`config.mk`:
```
export PLATFORM = sky130hd
export DESIGN_NAME = lsu_mem_stage
export DESIGN_NICKNAME = d
export VERILOG_FILES = /design/src/rtl/lsu_mem_stage.sv
export SDC_FILE = /design/constraint.sdc
export NUM_CORES = 1
export LEC_CHECK = 0
export CORE_ASPECT_RATIO = 0.8
export CORE_MARGIN = 4
export CORE_UTILIZATION = 40
export CTS_CLUSTER_DIAMETER = 120
export DETAILED_ROUTE_END_ITERATION = 16
export HOLD_SLACK_MARGIN = 0.12
export PLACE_DENSITY = 0.72
export SETUP_SLACK_MARGIN = 0.05
export SYNTH_ARGS = -nofsm -noshare
export SYNTH_HDL_FRONTEND = slang
export SYNTH_SLANG_ARGS = --single-unit
```
`constraint.sdc`:
```
create_clock -name clk -period 4.1 [get_ports clk]
set_input_delay 0.41 -clock clk [delete_from_list [all_inputs] [get_ports clk]]
set_output_delay 0.41 -clock clk [all_outputs]
set_load 0.05 [all_outputs]
```
`src/rtl/lsu_mem_stage.sv`:
```
// lsu_mem_stage
// Load/store unit sitting after the ALU. It accepts one memory instruction at
// a time, rejects illegal or misaligned requests up front, runs a single
// req/ack transaction on the data bus otherwise, and returns formatted load
// data (or an error code) as a one-cycle response.
//
// Ports:
//   clk, rst_n          clock, synchronous active-low reset
//   req_valid/req_ready request handshake from execute (ready only in IDLE)
//   is_store, funct3    operation type and RV32I width/sign selector
//   addr, wdata         effective address and store data (rs2)
//   resp_valid          one-cycle completion pulse
//   rdata, err, err_code  formatted load data and status, held until next response
//   dmem_*              data-memory bus (req held until ack or timeout)
module lsu_mem_stage #(
    parameter int unsigned TIMEOUT = 255
) (
    input  logic        clk,
    input  logic        rst_n,
    input  logic        req_valid,
    output logic        req_ready,
    input  logic        is_store,
    input  logic [2:0]  funct3,
    input  logic [31:0] addr,
    input  logic [31:0] wdata,
    output logic        resp_valid,
    output logic [31:0] rdata,
    output logic        err,
    output logic [1:0]  err_code,
    output logic        dmem_req,
    output logic        dmem_we,
    output logic [3:0]  dmem_be,
    output logic [31:0] dmem_addr,
    output logic [31:0] dmem_wdata,
    input  logic        dmem_ack,
    input  logic [31:0] dmem_rdata
);

    typedef enum logic [1:0] {S_IDLE, S_BUS, S_RESP} state_t;

    state_t      state_q, state_d;
    logic [7:0]  cnt_q, cnt_d;
    logic        is_store_q, is_store_d;
    logic [2:0]  funct3_q, funct3_d;
    logic [1:0]  off_q, off_d;
    logic        resp_valid_q, resp_valid_d;
    logic [31:0] rdata_q, rdata_d;
    logic [1:0]  err_code_q, err_code_d;
    logic        dmem_req_q, dmem_req_d;
    logic        dmem_we_q, dmem_we_d;
    logic [3:0]  dmem_be_q, dmem_be_d;
    logic [31:0] dmem_addr_q, dmem_addr_d;
    logic [31:0] dmem_wdata_q, dmem_wdata_d;

    function automatic logic f3_legal(input logic st, input logic [2:0] f3);
        case (f3)
            3'b000, 3'b001, 3'b010: f3_legal = 1'b1;
            3'b100, 3'b101:         f3_legal = !st;  // unsigned variants are load-only
            default:                f3_legal = 1'b0;
        endcase
    endfunction

    // funct3[1:0] encodes the width for both signed and unsigned forms.
    function automatic logic misaligned(input logic [2:0] f3, input logic [1:0] a);
        misaligned = ((f3[1:0] == 2'b01) && a[0]) ||
                     ((f3[1:0] == 2'b10) && (a != 2'b00));
    endfunction

    function automatic logic [3:0] byte_en(input logic [2:0] f3, input logic [1:0] a);
        case (f3[1:0])
            2'b00:   byte_en = 4'b0001 << a;
            2'b01:   byte_en = 4'b0011 << a;
            default: byte_en = 4'b1111;
        endcase
    endfunction

    // Replicate narrow store data into every lane; byte enables pick the lane.
    function automatic logic [31:0] store_lanes(input logic [2:0] f3, input logic [31:0] d);
        case (f3[1:0])
            2'b00:   store_lanes = {4{d[7:0]}};
            2'b01:   store_lanes = {2{d[15:0]}};
            default: store_lanes = d;
        endcase
    endfunction

    function automatic logic [31:0] load_fmt(input logic [2:0] f3, input logic [1:0] a,
                                             input logic [31:0] word);
        logic [31:0] sh;
        sh = word >> {a, 3'b000};
        case (f3)
            3'b000:  load_fmt = {{24{sh[7]}}, sh[7:0]};
            3'b001:  load_fmt = {{16{sh[15]}}, sh[15:0]};
            3'b100:  load_fmt = {24'd0, sh[7:0]};
            3'b101:  load_fmt = {16'd0, sh[15:0]};
            default: load_fmt = word;
        endcase
    endfunction

    always_comb begin
        state_d      = state_q;
        cnt_d        = cnt_q;
        is_store_d   = is_store_q;
        funct3_d     = funct3_q;
        off_d        = off_q;
        resp_valid_d = 1'b0;
        rdata_d      = rdata_q;
        err_code_d   = err_code_q;
        dmem_req_d   = dmem_req_q;
        dmem_we_d    = dmem_we_q;
        dmem_be_d    = dmem_be_q;
        dmem_addr_d  = dmem_addr_q;
        dmem_wdata_d = dmem_wdata_q;

        case (state_q)
            S_IDLE: begin
                if (req_valid) begin
                    is_store_d = is_store;
                    funct3_d   = funct3;
                    off_d      = addr[1:0];
                    if (!f3_legal(is_store, funct3)) begin
                        state_d      = S_RESP;
                        resp_valid_d = 1'b1;
                        err_code_d   = 2'b10;
                        rdata_d      = 32'd0;
                    end else if (misaligned(funct3, addr[1:0])) begin
                        state_d      = S_RESP;
                        resp_valid_d = 1'b1;
                        err_code_d   = 2'b01;
                        rdata_d      = 32'd0;
                    end else begin
                        state_d      = S_BUS;
                        cnt_d        = 8'd0;
                        dmem_req_d   = 1'b1;
                        dmem_we_d    = is_store;
                        dmem_be_d    = byte_en(funct3, addr[1:0]);
                        dmem_addr_d  = {addr[31:2], 2'b00};
                        dmem_wdata_d = is_store ? store_lanes(funct3, wdata) : 32'd0;
                    end
                end
            end
            S_BUS: begin
                cnt_d = cnt_q + 8'd1;
                // Ack is checked first so an ack on the last allowed cycle still succeeds.
                if (dmem_ack) begin
                    state_d      = S_RESP;
                    resp_valid_d = 1'b1;
                    err_code_d   = 2'b00;
                    rdata_d      = is_store_q ? 32'd0 : load_fmt(funct3_q, off_q, dmem_rdata);
                end else if ((32'(cnt_q) + 32'd1) >= TIMEOUT) begin
                    state_d      = S_RESP;
                    resp_valid_d = 1'b1;
                    err_code_d   = 2'b11;
                    rdata_d      = 32'd0;
                end
                if (state_d == S_RESP) begin
                    dmem_req_d   = 1'b0;
                    dmem_we_d    = 1'b0;
                    dmem_be_d    = 4'b0000;
                    dmem_addr_d  = 32'd0;
                    dmem_wdata_d = 32'd0;
                end
            end
            S_RESP: begin
                state_d = S_IDLE;
            end
            default: begin
                state_d = S_IDLE;
            end
        endcase
    end

    always_ff @(posedge clk) begin
        if (!rst_n) begin
            state_q      <= S_IDLE;
            cnt_q        <= 8'd0;
            is_store_q   <= 1'b0;
            funct3_q     <= 3'b000;
            off_q        <= 2'b00;
            resp_valid_q <= 1'b0;
            rdata_q      <= 32'd0;
            err_code_q   <= 2'b00;
            dmem_req_q   <= 1'b0;
            dmem_we_q    <= 1'b0;
            dmem_be_q    <= 4'b0000;
            dmem_addr_q  <= 32'd0;
            dmem_wdata_q <= 32'd0;
        end else begin
            state_q      <= state_d;
            cnt_q        <= cnt_d;
            is_store_q   <= is_store_d;
            funct3_q     <= funct3_d;
            off_q        <= off_d;
            resp_valid_q <= resp_valid_d;
            rdata_q      <= rdata_d;
            err_code_q   <= err_code_d;
            dmem_req_q   <= dmem_req_d;
            dmem_we_q    <= dmem_we_d;
            dmem_be_q    <= dmem_be_d;
            dmem_addr_q  <= dmem_addr_d;
            dmem_wdata_q <= dmem_wdata_d;
        end
    end

    assign req_ready  = (state_q == S_IDLE);
    assign resp_valid = resp_valid_q;
    assign rdata      = rdata_q;
    assign err_code   = err_code_q;
    assign err        = (err_code_q != 2'b00);
    assign dmem_req   = dmem_req_q;
    assign dmem_we    = dmem_we_q;
    assign dmem_be    = dmem_be_q;
    assign dmem_addr  = dmem_addr_q;
    assign dmem_wdata = dmem_wdata_q;

endmodule

```
Word-level counts from Yosys, hierarchy flattened

Index checks and enable logic that the tools add are counted.

Input bits: 104
Logic and storage cells: 113
Register bits: 121

Reduce and logical (&&, ||, !) cells: 17
Order comparisons: 1
Shift operators: 3
Add/subtract/negate cells: 2
Equality and inequality tests: 17
Muxes and demuxes: 60

Operators with widths:

| cell                | count |
|---|---|
| $mux 32             | 14 |
| $pmux 32 s2         | 4 |
| $pmux 32 s4         | 1 |
| $shr 32x5->16       | 1 |
| $mux 8              | 3 |
| $mux 2              | 11 |
| $mux 4              | 4 |
| $pmux 4 s2          | 2 |
| $pmux 8 s2          | 1 |
| $mux 1              | 14 |
| $eq 3x3->1 const B  | 4 |
| $add 8x1->9 const B | 1 |
| $ge 9x8->1 const B  | 1 |
| $add 8x1->8 const B | 1 |
| $pmux 1 s2          | 4 |
| $pmux 2 s2          | 2 |
| $reduce_and 4->1    | 2 |
| $eq 3x1->1 const B  | 2 |
| $logic_not 3->1     | 2 |
| $ne 2x2->1 const B  | 3 |
| $reduce_bool 2->1   | 3 |
| $reduce_and 5->1    | 1 |
| $eq 2x1->1 const B  | 2 |
| $eq 2x2->1 const B  | 2 |
| 13 further kinds    | 15 |

Logic depth before layout (Yosys ltp)

Gate-level depths: netlist (run 1).

Depth in word-level cells: 8
Mapped depth: 10
Mapped depth without buffers: 7

Worst setup path after synthesis (run 1)

Ideal clock, no wire load.

Path kind: register to register
From: register cnt_q[0]
To: register rdata_q[29] (netlist: rdata[29])
Slack: 2.219 ns
Setup time: 0.122 ns
Period minus slack after synthesis: 1.881 ns
Stages on the path, launching flop included: 9
Buffers on the path: 1
Arrival: 1.759 ns
Cell sequence: dfxtp_1 > inv_1 > ha_1 > nor2_1 > o22a_1 > and4_1 > nor3_4 > buf_6 > a221o_1

Cells in the longest elaborated chain, start to end: 4

RTL lines:

| element                    | RTL line | RTL |
|---|---|---|
| start, declared            | 42       | `logic [7:0] cnt_q, cnt_d;` |
| start signal, assigned     | 189      | `cnt_q <= cnt_d;` |
| $add 8x1->9                | 149      | `end else if ((32'(cnt_q) + 32'd1) >= TIMEOUT) begin` |
| $ge 9x8->1                 | 149      |  |
| $ne 3x3->1 (no line)       | n/a      |  |
| $reduce_and 4->1 (no line) | n/a      |  |
| end signal, assigned       | 194      | `rdata_q <= rdata_d;` |
| end, declared              | 47       | `logic [31:0] rdata_q, rdata_d;` |

Every way passes these cells.
A chain may end at the register's enable or synchronous reset.

==> results_dict.tcl, run 1 <==
set metrics [dict create \
    synth_common_cells "119 x dfxtp_1, 65 x a32oi_1, 57 x o21ai_0, 46 x nand2_1, 46 x nor2_1" \
    irDropWorstVdd_mv 0.283 \
    dieWidth_um 145 \
    synthSimpleGateAreaFrac_pct 13.5 \
    drt_first_pass_iters 5 \
    synthAdderAreaFrac_pct 0.419 \
    final.setup.worst_slack_ps 1530 \
    power_density_nw_per_um2 381 \
    cts_tree "yes" \
    drive_gt1_share_pct 9.82 \
    hold_buffers 0 \
    cts_num_sinks 119 \
    cp_max_fo 40 \
    finalSetupViolCount 0 \
    syn_inst 659 \
    fmax_ghz 0.390 \
    synth_top_area_cell "dfxtp_1" \
    insertion_delay_ps 420 \
    ys_seq_area_share_pct 39.9 \
    rsz0062_at_grt "no" \
    rows 39 \
    antenna_cells 0 \
    dr.first_iter.drc_count 395 \
    clk_pin_slew_ps 60 \
    fin_nets 929 \
    grt_pass1_vias 5613 \
    worst_ep_arrival_time_ps 2910 \
    skew_ps 12.4 \
    ios 211 \
    synth-edff-count 0 \
    cts_buffers 17 \
    core_region_area_um2 14400 \
    synth_area_leaders "dfxtp_1 40%, a32oi_1 9.5%, mux2i_1 4.9%, o21ai_0 4.8%, o2111ai_1 4.5%" \
    synth_top_family_by_area "compound AO/OA/AOI/OAI gates" \
    tns_ps 0 \
    syn_area_per_cell_um2 9.06 \
    ys.flop_type "dfxtp_1" \
    fin_crit_ps 2570 \
    io_buffers 208 \
    synth-async-reset-ratio_pct 0 \
    synth_top_cell_area_share_pct 39.9 \
    synthXorXnorAreaFrac_pct 0.293 \
    syn2layout_area_growth_pct 43.8 \
    ys.warnings.count 0 \
    maxCapViolCount 0 \
    synth.cell_area_um2 5970 \
    grt_pass1_wl_um 29900 \
    synth_most_common_cell "dfxtp_1" \
    htree_levels 4 \
    postCtsResizedCells 0 \
    clk_path_buf_depth 2 \
    synth_cell_type_count 56 \
    synthMuxAreaShare_pct 8.64 \
    hold_path_class "input port to flop" \
    route.vias.total 5969 \
    hold_viol 0 \
    critPathRequiredTime_ps 4450 \
    drc 0 \
    routedWlPerCell_um 18.9 \
    grt_max_degree 105 \
    worst_pin_slew_ps 1000 \
    slew_violations 0 \
    antenna_found_initial 0 \
    critical_path.endpoint_type "flop" \
    start_kind "input port" \
    synth_seq_cells 119 \
    wl_um 19300 \
    postRouteAntennaNets 0 \
    cts_setup_buffers 0 \
    die-area_um2 17000 \
    viasPerCell 5.86 \
    pre_cts_slack_ps 1150 \
    grt_usage_pct 22.0 \
    clock-root-buffer "clkbuf_16" \
    worst-setup-path-type "input port to flop" \
    synth_compound_area_share_pct 30.2 \
    start_util_pct 41.3 \
    leakagePower_nw 3.12 \
    place.detailed.hpwl_um 13300 \
    die_h_um 117 \
    gp_congestion 0.865 \
    outcome "completed" \
    min_period_over_period_pct 62.6 \
    overflow 0 \
    relSlewSlack_pct 33.1 \
]
[cells by family after synthesis]
| family | count (synthesis) |
|---|---|
| buffers and inverters | 81 |
| adder cells (fa/ha/maj) | 2 |
| XOR/XNOR | 2 |
| other | 1 |
| flip-flops | 119 |
| AO/OA/AOI/OAI | 242 |
| AND/OR/NAND/NOR | 164 |
| multiplexers | 48 |
[layout by cell type (no fill, tap or decap), types with 17 or more instances in the layout]
master           instances
clkdlybuf4s50_1        207
o2111ai_1               31
nand2_1                 46
mux2_2                  18
o21ai_0                 57
nor2_1                  44
a21oi_1                 33
nand3_1                 41
dfxtp_1                119
a221o_1                 22
a32oi_1                 65
clkbuf_16               17
mux2i_1                 29
[path summary, 6_finish.rpt]
| path | slack (ps) | cells after the start | end | startpoint |
|---|---|---|---|---|
| max | 1530 | 5 | rdata[10] | rst_n |
| min | 460 | 2 | err_code[0] | rst_n |
| max reg2reg | 1580 | 4 | rdata[10] | state_q[0] |
| min reg2reg | 470 | 1 | rdata[6] | rdata[6] |
[per-layer routing]
metal  track usage [%]  share of wire [%]  wire (µm)  up-vias
met5                 0                  0          0        -
li1                  -                  -          -     2881
met4              6.90                1.5        287        0
met2              35.1                 47       9040      251
met1              28.8                 43       8350     2812
met3              6.50                8.4       1620       25
[sequential cells by signal, indices dropped and copies added, names as in the netlist]
name / flops
is_store_q: 1
off_q: 2
err_code: 2
dmem_addr: 30
funct3_q: 3
cnt_q: 8
state_q: 2
dmem_we: 1
dmem_be: 4
rdata: 32
resp_valid: 1
dmem_req: 1
dmem_wdata: 32
[where the power goes]
part           internal (mW)  leakage (nW)  switching, mW
combinational          0.236          1.88          0.339
clock                  0.894         0.272          0.557
sequential              1.20         0.965         0.0417
total                   2.33          3.12          0.938
[critical path, cell delays in order]
cell and delay [ps]:
buf_4 330, inv_1 340, nor4_2 780, and2_1 760
a221o_1 280
[final cells by class]
| cell class | instances | area [µm²] |
|---|---|---|
| inverter | 4 | 15.0 |
| sequential | 119 | 2380 |
| clock buffer | 17 | 425 |
| fill | 1211 | 5860 |
| multi-input combinational | 460 | 3200 |
| timing repair buffer | 221 | 2180 |
| clock inverter | 14 | 153 |
| tap | 184 | 230 |
[per-stage QoR]
stage | utilization, % | total power, mW | area (µm²) | cells | hold WS [ps]
after CTS | 59.4 | 3.29 | 8580 | 1019 | 429
after detailed placement | 55.4 | 1.84 | 8000 | 988 | 456
after global routing | 59.4 | 3.39 | 8580 | 1019 | 472
final | 59.4 | 3.27 | 8580 | 1019 | 460
after floorplan | - | 1.60 | 5970 | 660 | 437
after global placement | 55.4 | 1.83 | 8000 | 988 | 454
No activity file was read; power rests on OpenSTA's default activity.
==> inputs of run 2 (changes only) <==
- PLACE_DENSITY: 0.72 -> 0.75
- clock period: 4.1 -> 2.3 ns (I/O delays scaled with it)
==> run 2 against run 1 <==
Net effect:
- core utilization grew 1.1 points
- highest routed layer unchanged
- die area did not move
- sequential power is 77% higher
- clock power up 77%
- wire length up 3.2%
- critical path depth fell by 3
- critical path type is now flop to output port
- sequential share of layout area is 0.49 points lower
- setup slack got worse by 1300 ps
==> results_dict.tcl, run 2 (synthesized netlist as in run 1, its figures left out) <==
set metrics [dict create \
    htree_levels 4 \
    die_h_um 117 \
    postRouteAntennaNets 0 \
    leakagePower_nw 3.23 \
    maxCapViolCount 0 \
    irDropWorstVdd_mv 0.509 \
    finalSetupViolCount 0 \
    dieWidth_um 145 \
    crit_slowest_cell "clkdlybuf4s50_1" \
    start_kind "flop" \
    insertion_delay_ps 410 \
    power_density_nw_per_um2 668 \
    critPathRequiredTime_ps 2070 \
    cts_buffers 17 \
    grt_pass1_wl_um 30600 \
    gp_congestion 0.841 \
    final_common_cell "clkdlybuf4s50_1" \
    clk_path_buf_depth 2 \
    routedWlPerCell_um 19.2 \
    overflow 0 \
    cts_setup_buffers 0 \
    cp_top_family "buffers and inverters" \
    worst_pin_slew_ps 685 \
    ios 211 \
    core_region_area_um2 14400 \
    tns_ps 0 \
    worst_ep_arrival_time_ps 1880 \
    slew_violations 0 \
    drive_gt1_share_pct 11.4 \
    skew_ps 8.56 \
    drc 0 \
    fin_nets 945 \
    hold_viol 0 \
    final_cell_mix "207 x clkdlybuf4s50_1, 118 x dfxtp_1, 65 x a32oi_1" \
    rsz0062_at_grt "no" \
    relSlewSlack_pct 54.2 \
    slowest_delay_ps 840 \
    place.detailed.hpwl_um 13800 \
    dr.first_iter.drc_count 504 \
    grt_pass1_vias 5880 \
    outcome "completed" \
    crit_chain "nor2_1, clkdlybuf4s50_1" \
    cp.buffers_inverters 1 \
    grt_max_degree 143 \
    cp_max_fo 10 \
    start_util_pct 41.3 \
    grt_usage_pct 22.5 \
    worst-setup-path-type "flop to output port" \
    fin_crit_ps 2110 \
    rows 39 \
    drt_first_pass_iters 8 \
    fmax_ghz 0.473 \
    min_period_over_period_pct 92.0 \
    clock-root-buffer "clkbuf_16" \
    critical_path.endpoint_type "output port" \
    antenna_found_initial 1 \
    hold_buffers 0 \
    hold_path_class "input port to flop" \
    cts_num_sinks 119 \
    p_total_mw 5.84 \
    die-area_um2 17000 \
    io_buffers 208 \
    syn2layout_area_growth_pct 46.4 \
    cts_tree "yes" \
    clk_pin_slew_ps 50 \
    route.vias.total 6152 \
    viasPerCell 5.94 \
    wl_um 19900 \
]
[run 2: cell types whose count changed in the layout (fill, tap and decap cells not counted), sizes merged]
cell / delta
buf: +16
clkbuf: +4
clkinv: +1
clkinvlp: -4
diode: +1
inv: -2
[run 2: worst paths after layout]
path | startpoint | end | slack (ps) | cells past startpoint
setup / recovery | state_q[0] | req_ready | 190 | 2
hold / removal | rst_n | funct3_q[1] | 310 | 4
setup reg to reg | cnt_q[0] | rdata[9] | 220 | 8
hold reg to reg | rdata[3] | rdata[3] | 460 | 1
[run 2: final cells by class]
| cell class | instances | area, µm² |
|---|---|---|
| antenna | 1 | 2.50 |
| clock buffer | 21 | 460 |
| clock inverter | 9 | 103 |
| fill | 1204 | 5700 |
| inverter | 4 | 15.0 |
| multi-input combinational | 460 | 3200 |
| sequential | 119 | 2380 |
| tap | 184 | 230 |
| timing repair buffer | 237 | 2350 |
[run 2: power by group]
group / switching [mW] / internal [mW]
registers: 0.0673 / 2.14
clock network: 0.931 / 1.63
logic: 0.625 / 0.446
total: 1.62 / 4.21
[run 2: what timing repair did]
item / 4_1_cts / 5_1_grt
resized for setup: 0 / 2
endpoints found under the hold margin: 0 / 0
endpoints found under the setup margin: 0 / 4
[run 2: through the flow]
stage	util (%)	instances	hold WS, ps	setup slack [ps]	instance area, µm²
finish	60.5	1035	307	185	8740
global route	60.5	1035	321	89.6	8740
CTS	60.5	1034	294	163	8740
detailed placement	56.6	1004	455	0.323	8170
global placement	56.6	1004	451	37.7	8170
floorplan	-	660	348	419	5970
[run 2: metal layers]
layer | track usage [%] | vias up | part of all wire [%]
met2 | 35.5 | 253 | 47
met3 | 7.60 | 30 | 7.8
met1 | 29.7 | 2955 | 44
li1 | - | 2914 | -
met5 | 0 | - | 0
met4 | 6.40 | 0 | 1.2
[run 2: worst min-delay path, stage by stage]
cell	delay [ps]
buf_4	100
inv_1	60
buf_4	190
nor2_1	100
==> inputs of run 3 (changes only) <==
- CTS_BUF_LIST: unset -> sky130_fd_sc_hd__clkbuf_2 sky130_fd_sc_hd__clkbuf_4 sky130_fd_sc_hd__clkbuf_8
- clock period: 2.3 -> 1.7 ns (I/O delays scaled with it)
==> run 3 against run 2 <==
Net effect:
- the flow now finishes with violations (negative setup slack)
- via count is 4.7% higher
- clock-buffer cell count is 1 lower
- total power is 30% higher
- setup slack worse by 400 ps
- global-route usage is 1.5 points higher
- first-iteration DRC count is 2.0% lower
- design area is 6.9% higher
- register-to-register slack worse by 430 ps
- critical path type is now flop to flop
==> results_dict.tcl, run 3 (synthesized netlist as in run 1, its figures left out) <==
set metrics [dict create \
    outcome "complete, but fails checks" \
    violations "negative setup slack" \
    slew_violations 0 \
    leakagePower_nw 3.98 \
    routedWlPerCell_um 19.6 \
    min_period_over_period_pct 112 \
    viasPerCell 5.94 \
    hold_viol 0 \
    worst_ep_arrival_time_ps 2230 \
    finalSetupViolCount 100 \
    relSlewSlack_pct 64.5 \
    fillers 1144 \
    maxCapViolCount 0 \
    die_h_um 117 \
    drc 0 \
    gp_congestion 0.886 \
    start_kind "flop" \
    cts_tree "yes" \
    insertion_delay_ps 440 \
    overflow 0 \
    postRouteAntennaNets 0 \
    worst-setup-path-type "flop to flop" \
    tns_ps -16510 \
    io_buffers 208 \
    antenna_cells 0 \
    p_total_mw 7.57 \
    grt_pass1_vias 6190 \
    dieWidth_um 145 \
    htree_levels 4 \
    wl_um 21300 \
    drt_first_pass_iters 5 \
    final.setup.worst_slack_ps -211 \
    cts_buffers 17 \
    antenna_found_initial 0 \
    final_common_cell "dfxtp_1" \
    cp_max_fo 5 \
    rrSetupSlack_ps -210 \
    fin_crit_ps 1910 \
    critical_path.endpoint_type "flop" \
    irDropWorstVdd_mv 0.684 \
    rows 39 \
    ios 211 \
    hold_buffers 0 \
    drive_gt1_share_pct 27.3 \
    syn2layout_area_growth_pct 56.5 \
    dr.first_iter.drc_count 494 \
    grt_pass1_wl_um 32600 \
    fmax_ghz 0.523 \
    place.detailed.hpwl_um 14200 \
    die-area_um2 17000 \
    pre_cts_slack_ps -506 \
    skew_ps 11.5 \
    rsz0062_at_grt "yes" \
    start_util_pct 41.3 \
    grt_usage_pct 24.1 \
    cts_num_sinks 119 \
    fin_nets 993 \
    power_density_nw_per_um2 810 \
    critPathRequiredTime_ps 2020 \
    route.vias.total 6443 \
    grt_max_degree 110 \
    clk_path_buf_depth 2 \
    multi_input_area_um2 3450 \
    ff_latch_area_um2 2390 \
    core_region_area_um2 14400 \
    finalNonFillerCells 1084 \
    clock-root-buffer "clkbuf_8" \
    worst_pin_slew_ps 532 \
    final_cell_mix "115 x dfxtp_1, 103 x buf_4, 101 x clkdlybuf4s50_1" \
    hold_path_class "input port to flop" \
    placed_cells 1034 \
    clk_pin_slew_ps 70 \
]
[run 3: cell type report]
class	instances	share of cell area, %
Tap cell	184	2.46
Timing Repair Buffer	285	29.8
Inverter	4	0.161
Clock inverter	12	2.12
Sequential cell	119	25.6
Multi-Input combinational cell	460	36.9
Clock buffer	20	2.95
[run 3: timing repair]
item / in CTS / in global routing
gates resized for setup: 134 / 23
pin swaps: 8 / 9
cloned: 4 / 3
buffers inserted: 9 / 2
endpoints found under the setup margin: 162 / 109
hold endpoints to repair: 0 / 0
[run 3: per-layer routing]
metal / vias up / wire [µm] / track usage [%]
met4: 0 / 490 / 9.01
met5: - / 0 / 0
met1: 3102 / 8810 / 30.7
li1: 3022 / - / -
met3: 34 / 1790 / 7.84
met2: 285 / 10200 / 38.3
[run 3: metrics by stage]
| stage | cell area [µm²] | util [%] | hold WS (ps) |
|---|---|---|---|
| floorplan | 6000 | - | 287 |
| finish | 9340 | 64.7 | 180 |
| global placement | 8320 | 57.6 | 453 |
| detailed placement | 8320 | 57.6 | 464 |
| CTS | 9150 | 63.3 | 155 |
| global route | 9340 | 64.7 | 174 |
[run 3: path summary, 6_finish.rpt]
path / from / depth (start not counted) / to
worst max-delay path: cnt_q[0] / 9 / rdata[21]
worst min-delay path: rst_n / 4 / funct3_q[1]
worst min register to register: rdata[4] / 1 / rdata[4]
worst max register to register: cnt_q[0] / 9 / rdata[21]
[run 3: power by group]
part | switching (mW) | total (mW) | internal (mW)
Clock | 1.19 | 3.05 | 1.86
Combinational | 0.894 | 1.54 | 0.648
Sequential | 0.0904 | 2.98 | 2.89
[run 3: critical path: stages, from the launching register on]
cell and delay [ps]:
dfxtp_4 370, inv_2 40, ha_4 220, nor2_4 70, o22a_1 180, and4_4 260
nor3_4 50, buf_12 140, buf_12 120, a221o_1 330
